[src/rtl/aidan_mcnay_range_counter.sv]
// Range counter: walks from a latched start to an inclusive latched limit in
// programmable steps, with wrap/stop-at-limit mode and sticky carry detection.
module aidan_mcnay_range_counter #(
    parameter int nbits = 16
) (
    input  logic             clk,
    input  logic             reset,
    input  logic [nbits-1:0] start_val,
    input  logic [nbits-1:0] limit_val,
    input  logic [nbits-1:0] step_val,
    input  logic             latch_val,
    input  logic             en,
    input  logic             wrap_mode,
    output logic [nbits-1:0] out_num,
    output logic             valid,
    output logic             done,
    output logic             wrapped,
    output logic             overflow
);

    typedef enum logic [1:0] {
        IDLE  = 2'd0,
        COUNT = 2'd1,
        DONE  = 2'd2
    } state_t;

    state_t           state, state_next;
    logic [nbits-1:0] count_reg, count_next;
    logic [nbits-1:0] start_reg, start_next;
    logic [nbits-1:0] limit_reg, limit_next;
    logic [nbits-1:0] step_reg, step_next;
    logic             wrap_reg, wrap_next;
    logic             wrapped_reg, wrapped_next;
    logic             overflow_reg, overflow_next;

    logic [nbits:0]   sum;
    logic             carry;
    logic             in_range;

    // One bit wider than the count so a step past all-ones is visible as carry.
    assign sum      = {1'b0, count_reg} + {1'b0, step_reg};
    assign carry    = sum[nbits];
    assign in_range = !carry && (sum[nbits-1:0] <= limit_reg);

    always_ff @(posedge clk) begin
        if (reset) begin
            state        <= IDLE;
            count_reg    <= '0;
            start_reg    <= '0;
            limit_reg    <= '0;
            step_reg     <= '0;
            wrap_reg     <= 1'b0;
            wrapped_reg  <= 1'b0;
            overflow_reg <= 1'b0;
        end else begin
            state        <= state_next;
            count_reg    <= count_next;
            start_reg    <= start_next;
            limit_reg    <= limit_next;
            step_reg     <= step_next;
            wrap_reg     <= wrap_next;
            wrapped_reg  <= wrapped_next;
            overflow_reg <= overflow_next;
        end
    end

    always_comb begin
        state_next    = state;
        count_next    = count_reg;
        start_next    = start_reg;
        limit_next    = limit_reg;
        step_next     = step_reg;
        wrap_next     = wrap_reg;
        wrapped_next  = 1'b0;
        overflow_next = overflow_reg;

        if (latch_val) begin
            start_next    = start_val;
            limit_next    = limit_val;
            step_next     = step_val;
            wrap_next     = wrap_mode;
            count_next    = start_val;
            overflow_next = 1'b0;
            state_next    = (start_val <= limit_val) ? COUNT : DONE;
        end else begin
            case (state)
                IDLE: begin
                    count_next = '0;
                end
                COUNT: begin
                    if (en) begin
                        if (in_range) begin
                            count_next = sum[nbits-1:0];
                        end else begin
                            if (carry) begin
                                overflow_next = 1'b1;
                            end
                            // Stop mode keeps the last in-range value on out_num.
                            if (wrap_reg) begin
                                count_next   = start_reg;
                                wrapped_next = 1'b1;
                            end else begin
                                state_next = DONE;
                            end
                        end
                    end
                end
                DONE: begin
                    state_next = DONE;
                end
                default: begin
                    state_next = IDLE;
                    count_next = '0;
                end
            endcase
        end
    end

    assign out_num  = count_reg;
    assign valid    = (state == COUNT);
    assign done     = (state == DONE);
    assign wrapped  = wrapped_reg;
    assign overflow = overflow_reg;

endmodule

[config.mk]
export PLATFORM = sky130hd
export DESIGN_NAME = aidan_mcnay_range_counter
export DESIGN_NICKNAME = d
export VERILOG_FILES = /design/src/rtl/aidan_mcnay_range_counter.sv
export SDC_FILE = /design/constraint.sdc
export NUM_CORES = 1
export LEC_CHECK = 0
export BUFFER_PORTS_ARGS = -buffer_cell sky130_fd_sc_hd__buf_2
export CAP_MARGIN = 5
export CORE_ASPECT_RATIO = 0.7
export CORE_UTILIZATION = 50
export DETAILED_ROUTE_END_ITERATION = 8
export PLACE_DENSITY = 0.75
export SKIP_CTS_REPAIR_TIMING = 1
export SYNTH_ARGS = -nofsm -noshare
export SYNTH_HDL_FRONTEND = slang
export SYNTH_SLANG_ARGS = --single-unit
[constraint.sdc]
create_clock -name clk -period 4 [get_ports clk]
set_clock_uncertainty 0.2 [all_clocks]
set_input_delay 0.6 -clock clk [delete_from_list [all_inputs] [get_ports clk]]
set_output_delay 0.6 -clock clk [all_outputs]
set_load 0.1 [all_outputs]
==> results_dict.tcl, run 1 <==
set metrics [dict create \
    status "complete, but fails checks" \
    violations "setup timing" \
    slew_violations 0 \
    post-route-period-util_pct 113 \
    detailed_place_hpwl_um 9070 \
    crit_chain "ha_4, inv_2, fa_2, nor2b_4, o31a_1, or4_4, nand3_4, or2b_1, a21oi_2, xnor2_2, ha_1, nand2_2, nor3_2, o31a_1, o41ai_4, buf_4, o21ai_4, buf_4, a311oi_4, buf_4, a221oi_2" \
    start_util_pct 52.1 \
    synth_fa_ha_area_share_pct 14.8 \
    start_kind "flop" \
    grt_pass1_vias 3758 \
    setup_ws_ns -0.502 \
    clk_latency_ns 0.34 \
    tritoncts "built" \
    ys_warn_count 0 \
    hp-class "reg -> reg" \
    place.gp.congestion 0.956 \
    critPathSlowestCell "or4_4" \
    rsz0062_at_grt "true" \
    synth_area_sq_mm 0.00443 \
    wire_per_inst_um 16.4 \
    synth_top_family_by_area "compound AO/OA/AOI/OAI gates" \
    ctsLongestPathBuffers 2 \
    areaGrowthSynthToFinish_pct 30.1 \
    internal_power_uw 1590 \
    rows 28 \
    hold_violations 0 \
    worstPathMaxFanout 5 \
    synth_top_flop_cell "dfxtp_1" \
    dpl_cell_area_sq_mm 0.00524 \
    power.net_switching_uw 932 \
    grt_usage_pct 27.0 \
    grt_pass1_wl_um 18800 \
    worstMarginPinSlew_ns 0.765 \
    ir_drop_mv 0.275 \
    power.density_mw_per_mm2 438 \
    synthesis.nets 615 \
    first_iter_violations 444 \
    final-seq-area_sq_mm 0.00141 \
    crit_type "reg -> reg" \
    synthXorXnorAreaFrac_pct 2.37 \
    finalCriticalPeriod_ns 4.50 \
    antenna_found_initial 0 \
    synthSimpleGateAreaFrac_pct 15.2 \
    layout_commonest_cell "buf_2" \
    syn_avg_cell_area_sq_um 8.69 \
    async_reset_ff_share_pct 0 \
    hold_ws_ns 0.271 \
    numPortBuffers 72 \
    drt_wl_total_um 12400 \
    setup_viol 19 \
    pwr-share-clk_pct 29.5 \
    dieHeight_um 80.8 \
    critPathTopFamily "compound AO/OA/AOI/OAI gates" \
    antenna_cells 0 \
    fillers 647 \
    synth-seq-area-share_pct 31.2 \
    die_area_sq_mm 0.00925 \
    fp.dieW_um 115 \
    cp_slowest_stage_delay_ns 0.44 \
    final_cell_area_sq_mm 0.00577 \
    cts_buffers 9 \
    vias 4197 \
    clock-root-buffer "clkbuf_16" \
    avgViaCountPerCell 5.55 \
    overflow 0 \
    dr.pass1.iters 5 \
    netlist_instances 510 \
    fin_nets 736 \
    crit_buf_inv 4 \
    ys_seq_elements 69 \
    p_comb_share_pct 39.7 \
    multi_input_area_sq_mm 0.00292 \
    grt_start_max_net_pins 60 \
    crit_top_cell "buf_4" \
    layout-drive-gt1-share_pct 31.4 \
    final_cell_mix "buf_2 (73), nor2_1 (62), dfxtp_1 (57)" \
    p_sw_share_pct 36.9 \
    cap_violations 0 \
    power_frac_seq_pct 30.7 \
    io_pins 73 \
    p_leak_uw 0.00281 \
    synth_mux_area_share_pct 10.9 \
    clock-sinks 69 \
    cp.required_ns 3.99 \
    fmax_mhz 222 \
    core-area_sq_mm 0.00851 \
    ant_nets 0 \
    drc_errors 0 \
    synth-compound-area-share_pct 19.2 \
    end_kind "flop" \
    clkTransAtPathRegs_ns 0.06 \
    cts_max_level 3 \
    crit_arrival_ns 4.49 \
    synth_edf_count 0 \
    relSlewSlack_pct 49.0 \
    synth.distinct_cells 61 \
]
==> path summary, 6_finish.rpt <==
kind	from	to	slack, ns	cells after the start
min reg2reg	start_reg[1]$_SDFFE_PP0P_	start_reg[1]$_SDFFE_PP0P_	0.27	2
max	out_num[0]$_SDFFE_PP0P_	state[1]$_SDFFE_PP0P_	-0.50	21
max reg2reg	out_num[0]$_SDFFE_PP0P_	state[1]$_SDFFE_PP0P_	-0.50	21
min	start_reg[1]$_SDFFE_PP0P_	start_reg[1]$_SDFFE_PP0P_	0.27	2
==> power by group through the flow <==
stage               registers, uW  logic, uW  clock network [uW]
floorplan                     917        487                   0
global placement              788        832                   0
detailed placement            789        858                   0
CTS                           775        865                 748
global route                  781       1070                 773
finish                        776       1000                 746
==> cells in the mapped netlist, types with 2 or more instances <==
cell / n / area, sq um
nor3b_1: 2 / 15.0
o311a_1: 2 / 20.0
a211oi_1: 2 / 15.0
buf_1: 3 / 11.3
o21ai_0: 14 / 70.1
o21a_1: 5 / 37.5
mux2i_1: 41 / 410
a21boi_0: 2 / 15.0
a21oi_1: 38 / 190
nor2b_1: 5 / 31.3
o2bb2ai_1: 2 / 17.5
mux2_2: 5 / 56.3
clkbuf_1: 13 / 48.8
xnor2_1: 9 / 78.8
nor2_1: 66 / 248
inv_1: 47 / 176
a311oi_1: 6 / 52.6
and2_1: 2 / 12.5
a31oi_1: 5 / 31.3
nand4_1: 7 / 43.8
and3_1: 2 / 12.5
nand2b_1: 8 / 50.1
o21bai_1: 3 / 22.5
buf_6: 2 / 22.5
nand3_1: 8 / 40.0
a22oi_1: 4 / 30.0
buf_4: 2 / 15.0
ha_1: 51 / 638
dfxtp_1: 69 / 1380
xor2_1: 3 / 26.3
a21o_1: 12 / 90.1
nand2_1: 35 / 131
o31a_1: 2 / 17.5
o211ai_1: 3 / 22.5
nor3_1: 4 / 20.0
==> cell type report <==
class,instances,area share (%)
inverter,47,3.06
clock buffer,12,4.27
sequential,69,24.5
clock inverter,4,0.434
timing repair buffer,130,14.5
tap,120,2.60
multi-input combinational,374,50.6
==> routing by layer <==
metal / global-route usage [%] / vias to the layer above / part of all wire, %
li1: - / 2032 / -
met1: 39.4 / 1962 / 50
met2: 38.8 / 177 / 41
met3: 6.19 / 26 / 6.9
met4: 9.22 / 0 / 1.8
met5: 0 / - / 0
==> worst register-to-register path, stage by stage (launching register included) <==
cell	delay, ns
dfxtp_4	0.35
ha_4	0.16
inv_2	0.05
fa_2	0.23
nor2b_4	0.05
o31a_1	0.24
or4_4	0.44
nand3_4	0.09
or2b_1	0.24
a21oi_2	0.19
xnor2_2	0.16
ha_1	0.29
nand2_2	0.10
nor3_2	0.07
o31a_1	0.13
o41ai_4	0.41
buf_4	0.19
o21ai_4	0.07
buf_4	0.17
a311oi_4	0.28
buf_4	0.18
a221oi_2	0.05
==> metrics by stage <==
stage	utilization, %	total power [uW]	cells	TNS [ns]	setup WS, ns
global route	67.8	2620	756	-11.46	-0.689
detailed placement	61.5	1650	723	-6.63	-0.433
floorplan	-	1400	510	-2.88	-0.273
finish	67.8	2530	756	-7.87	-0.502
CTS	64.7	2390	739	-6.97	-0.470
global placement	61.5	1620	723	-4.15	-0.288
==> kinds of logic (layout without fill, tap and decap cells) <==
family | Yosys count | after routing
and+or+nand+nor | 146 | 146
AOI/OAI and AO/OA | 116 | 117
DFF | 69 | 69
buffers and inverters | 68 | 193
adders and majority gates | 52 | 52
muxes | 47 | 47
xor gates and xnor gates | 12 | 12
Power figures use the tool's default switching activity.
==> run 2: changes to the inputs <==
Settings changed: ABC_AREA set to 1, PLACE_DENSITY 0.75 to 0.74.
==> run 2 against run 1 <==
The flow now finishes without violations. Sequential cell count stayed put. Die area is 5.6% higher. Register-to-register slack better by 0.77 ns. Global-route usage is 0.94 points lower. Cell area is 4.7% lower. Non-clock buffer count is 52 lower. Fmax is 20% higher. Sequential power is 0.9% higher. Clock-buffer cell count stayed put. Largest cell class unchanged. Largest power group unchanged. Highest routed layer unchanged.
==> results_dict.tcl, run 2 <==
set metrics [dict create \
    synth-seq-area-share_pct 29.5 \
    synth_top_flop_cell "dfxtp_1" \
    ys_seq_elements 69 \
    startpoint "out_num[2]$_SDFFE_PP0P_" \
    r2r-end "out_num[2]$_SDFFE_PP0P_" \
    setup_viol 0 \
    tritoncts "built" \
    relSlewSlack_pct 42.2 \
    fmax_mhz 268 \
    worstPathMaxFanout 10 \
    power.density_mw_per_mm2 485 \
    synth_common_cells "nand2_1 (169), nor2_1 (116), inv_1 (99)" \
    grt_pass1_vias 4309 \
    syn_avg_cell_area_sq_um 6.55 \
    clock-root-buffer "clkbuf_16" \
    synth_area_sq_mm 0.00468 \
    status "finished clean" \
    ys_warn_count 0 \
    yosysMostFrequentCell "nand2_1" \
    synthesis.nets 820 \
    cap_violations 0 \
    io_pins 73 \
    synth_edf_count 0 \
    first_iter_violations 256 \
    dieHeight_um 83.0 \
    cp.required_ns 4.03 \
    hold_violations 0 \
    core-area_sq_mm 0.00907 \
    cp-endpoint "out_num[2]$_SDFFE_PP0P_" \
    synth.distinct_cells 37 \
    slew_violations 0 \
    clkTransAtPathRegs_ns 0.06 \
    r2r_slack_ns 0.26 \
    cts_buffers 9 \
    rows 29 \
    wire_per_inst_um 13.4 \
    ant_nets 0 \
    overflow 0 \
    hold_ws_ns 0.274 \
    netlist_instances 715 \
    fin_nets 885 \
    grt_start_max_net_pins 66 \
    clk_latency_ns 0.33 \
    yosys.area.top_type_share_pct 29.5 \
    finalCriticalPeriod_ns 3.74 \
    crit_arrival_ns 3.77 \
    fillers 899 \
    finalPower_uw 2670 \
    cts_max_level 3 \
    dr.pass1.iters 5 \
    avgViaCountPerCell 5.16 \
    end_kind "flop" \
    r2r_start "out_num[2]$_SDFFE_PP0P_" \
    antenna_cells 0 \
    hp-class "reg -> reg" \
    drc_errors 0 \
    detailed_place_hpwl_um 9290 \
    fp.dieW_um 118 \
    final_cell_area_sq_mm 0.00550 \
    die_area_sq_mm 0.00977 \
    dpl_cell_area_sq_mm 0.00511 \
    post-route-period-util_pct 93.4 \
    final-seq-area_sq_mm 0.00138 \
    worstMarginPinSlew_ns 0.868 \
    vias 4690 \
    grt_usage_pct 26.0 \
    reg2reg_depth 20 \
    antenna_found_initial 0 \
    ir_drop_mv 0.251 \
    place.gp.congestion 0.918 \
    numPortBuffers 72 \
    multi_input_area_sq_mm 0.00284 \
    start_kind "flop" \
    start_util_pct 51.6 \
    synth.area.top_cells "dfxtp_1 (29%), ha_1 (14%), nand2_1 (14%)" \
    yosysTopAreaCell "dfxtp_1" \
    ctsLongestPathBuffers 2 \
    grt_pass1_wl_um 20500 \
    clock-sinks 69 \
    drt_wl_total_um 12200 \
    final.setup.tns_ns 0 \
    layout-drive-gt1-share_pct 15.7 \
    async_reset_ff_share_pct 0 \
    layout_commonest_cell "nand2_1" \
    final_cell_mix "nand2_1 (165), nor2_1 (115), inv_1 (99)" \
    p_leak_uw 0.00288 \
    crit_type "reg -> reg" \
    areaGrowthSynthToFinish_pct 17.3 \
]
==> run 2: cell count changes after synthesis, sizes merged, moves of 12 or more <==
cell   delta
nand2   +145
mux2i    -41
nand3    +27
nor2     +55
a21oi    +13
inv      +52
o21ai    +26
o22ai    +12
==> run 2: worst min-delay path by stage <==
stage                                   start                         to  cells after the start  slack (ns)
finish              start_reg[8]$_SDFFE_PP0P_  start_reg[8]$_SDFFE_PP0P_                      2        0.27
global route                     step_val[10]  step_reg[10]$_SDFFE_PP0P_                      3        0.29
CTS                 start_reg[0]$_SDFFE_PP0P_  start_reg[0]$_SDFFE_PP0P_                      2        0.27
detailed placement  start_reg[0]$_SDFFE_PP0P_  start_reg[0]$_SDFFE_PP0P_                      2        0.26
global placement        overflow$_SDFFE_PP0P_      overflow$_SDFFE_PP0P_                      2        0.26
floorplan           start_reg[0]$_SDFFE_PP0P_  start_reg[0]$_SDFFE_PP0P_                      2        0.24
==> run 2: metal layers <==
metal	global-route usage (%)	vias to the layer above	share of wire, %
met1	35.7	2104	48
li1	-	2401	-
met4	6.88	0	1.4
met5	0	-	0
met2	41.8	166	44
met3	5.08	19	7.0
==> run 2: critical path: stages (launching register included) <==
cell,delay [ns]
dfxtp_1,0.32
ha_1,0.37
nand2_1,0.09
nor2_1,0.09
nor2_1,0.07
o21ai_0,0.32
nand3_1,0.24
nand3_1,0.12
nand2_1,0.09
ha_1,0.31
a21oi_1,0.16
o21ai_0,0.12
a21oi_1,0.17
nand2_1,0.11
nand2_4,0.11
nand2_4,0.12
nand2_8,0.13
buf_4,0.16
nand3_1,0.08
nor2_1,0.17
nor2_1,0.05
==> run 2: cell families (layout without fill, tap and decap cells) <==
group	after synthesis	after routing	synth area share (%)
buffers and inverters	124	194	11.0
AOI/OAI and AO/OA	111	111	13.0
DFF	69	69	29.5
and+or+nand+nor	351	351	31.1
adders and majority gates	52	52	14.0
xor gates and xnor gates	8	8	1.50
==> run 2: report_power, final <==
part / internal [uW] / switching [uW]
Clock: 578 / 294
Combinational: 309 / 702
Sequential: 746 / 36.8
Total: 1630 / 1030
==> run 2: per-stage QoR <==
step / instances / utilization [%] / setup slack (ns)
6_report: 909 / 60.6 / 0.263
5_1_grt: 909 / 60.6 / -0.0294
4_1_cts: 909 / 59.9 / -0.0740
3_5_place_dp: 893 / 56.3 / -0.0518
3_3_place_gp: 893 / 56.3 / 0.0614
2_1_floorplan: 715 / - / 0.00259
==> run 2: final cells by class <==
type	count	area share, %
well taps	124	2.82
multi-input cells	522	51.6
clock buffers	12	4.67
clock inverters	4	1.28
flip-flops and latches	69	25.2
repair buffers	78	7.60
inverters	100	6.83
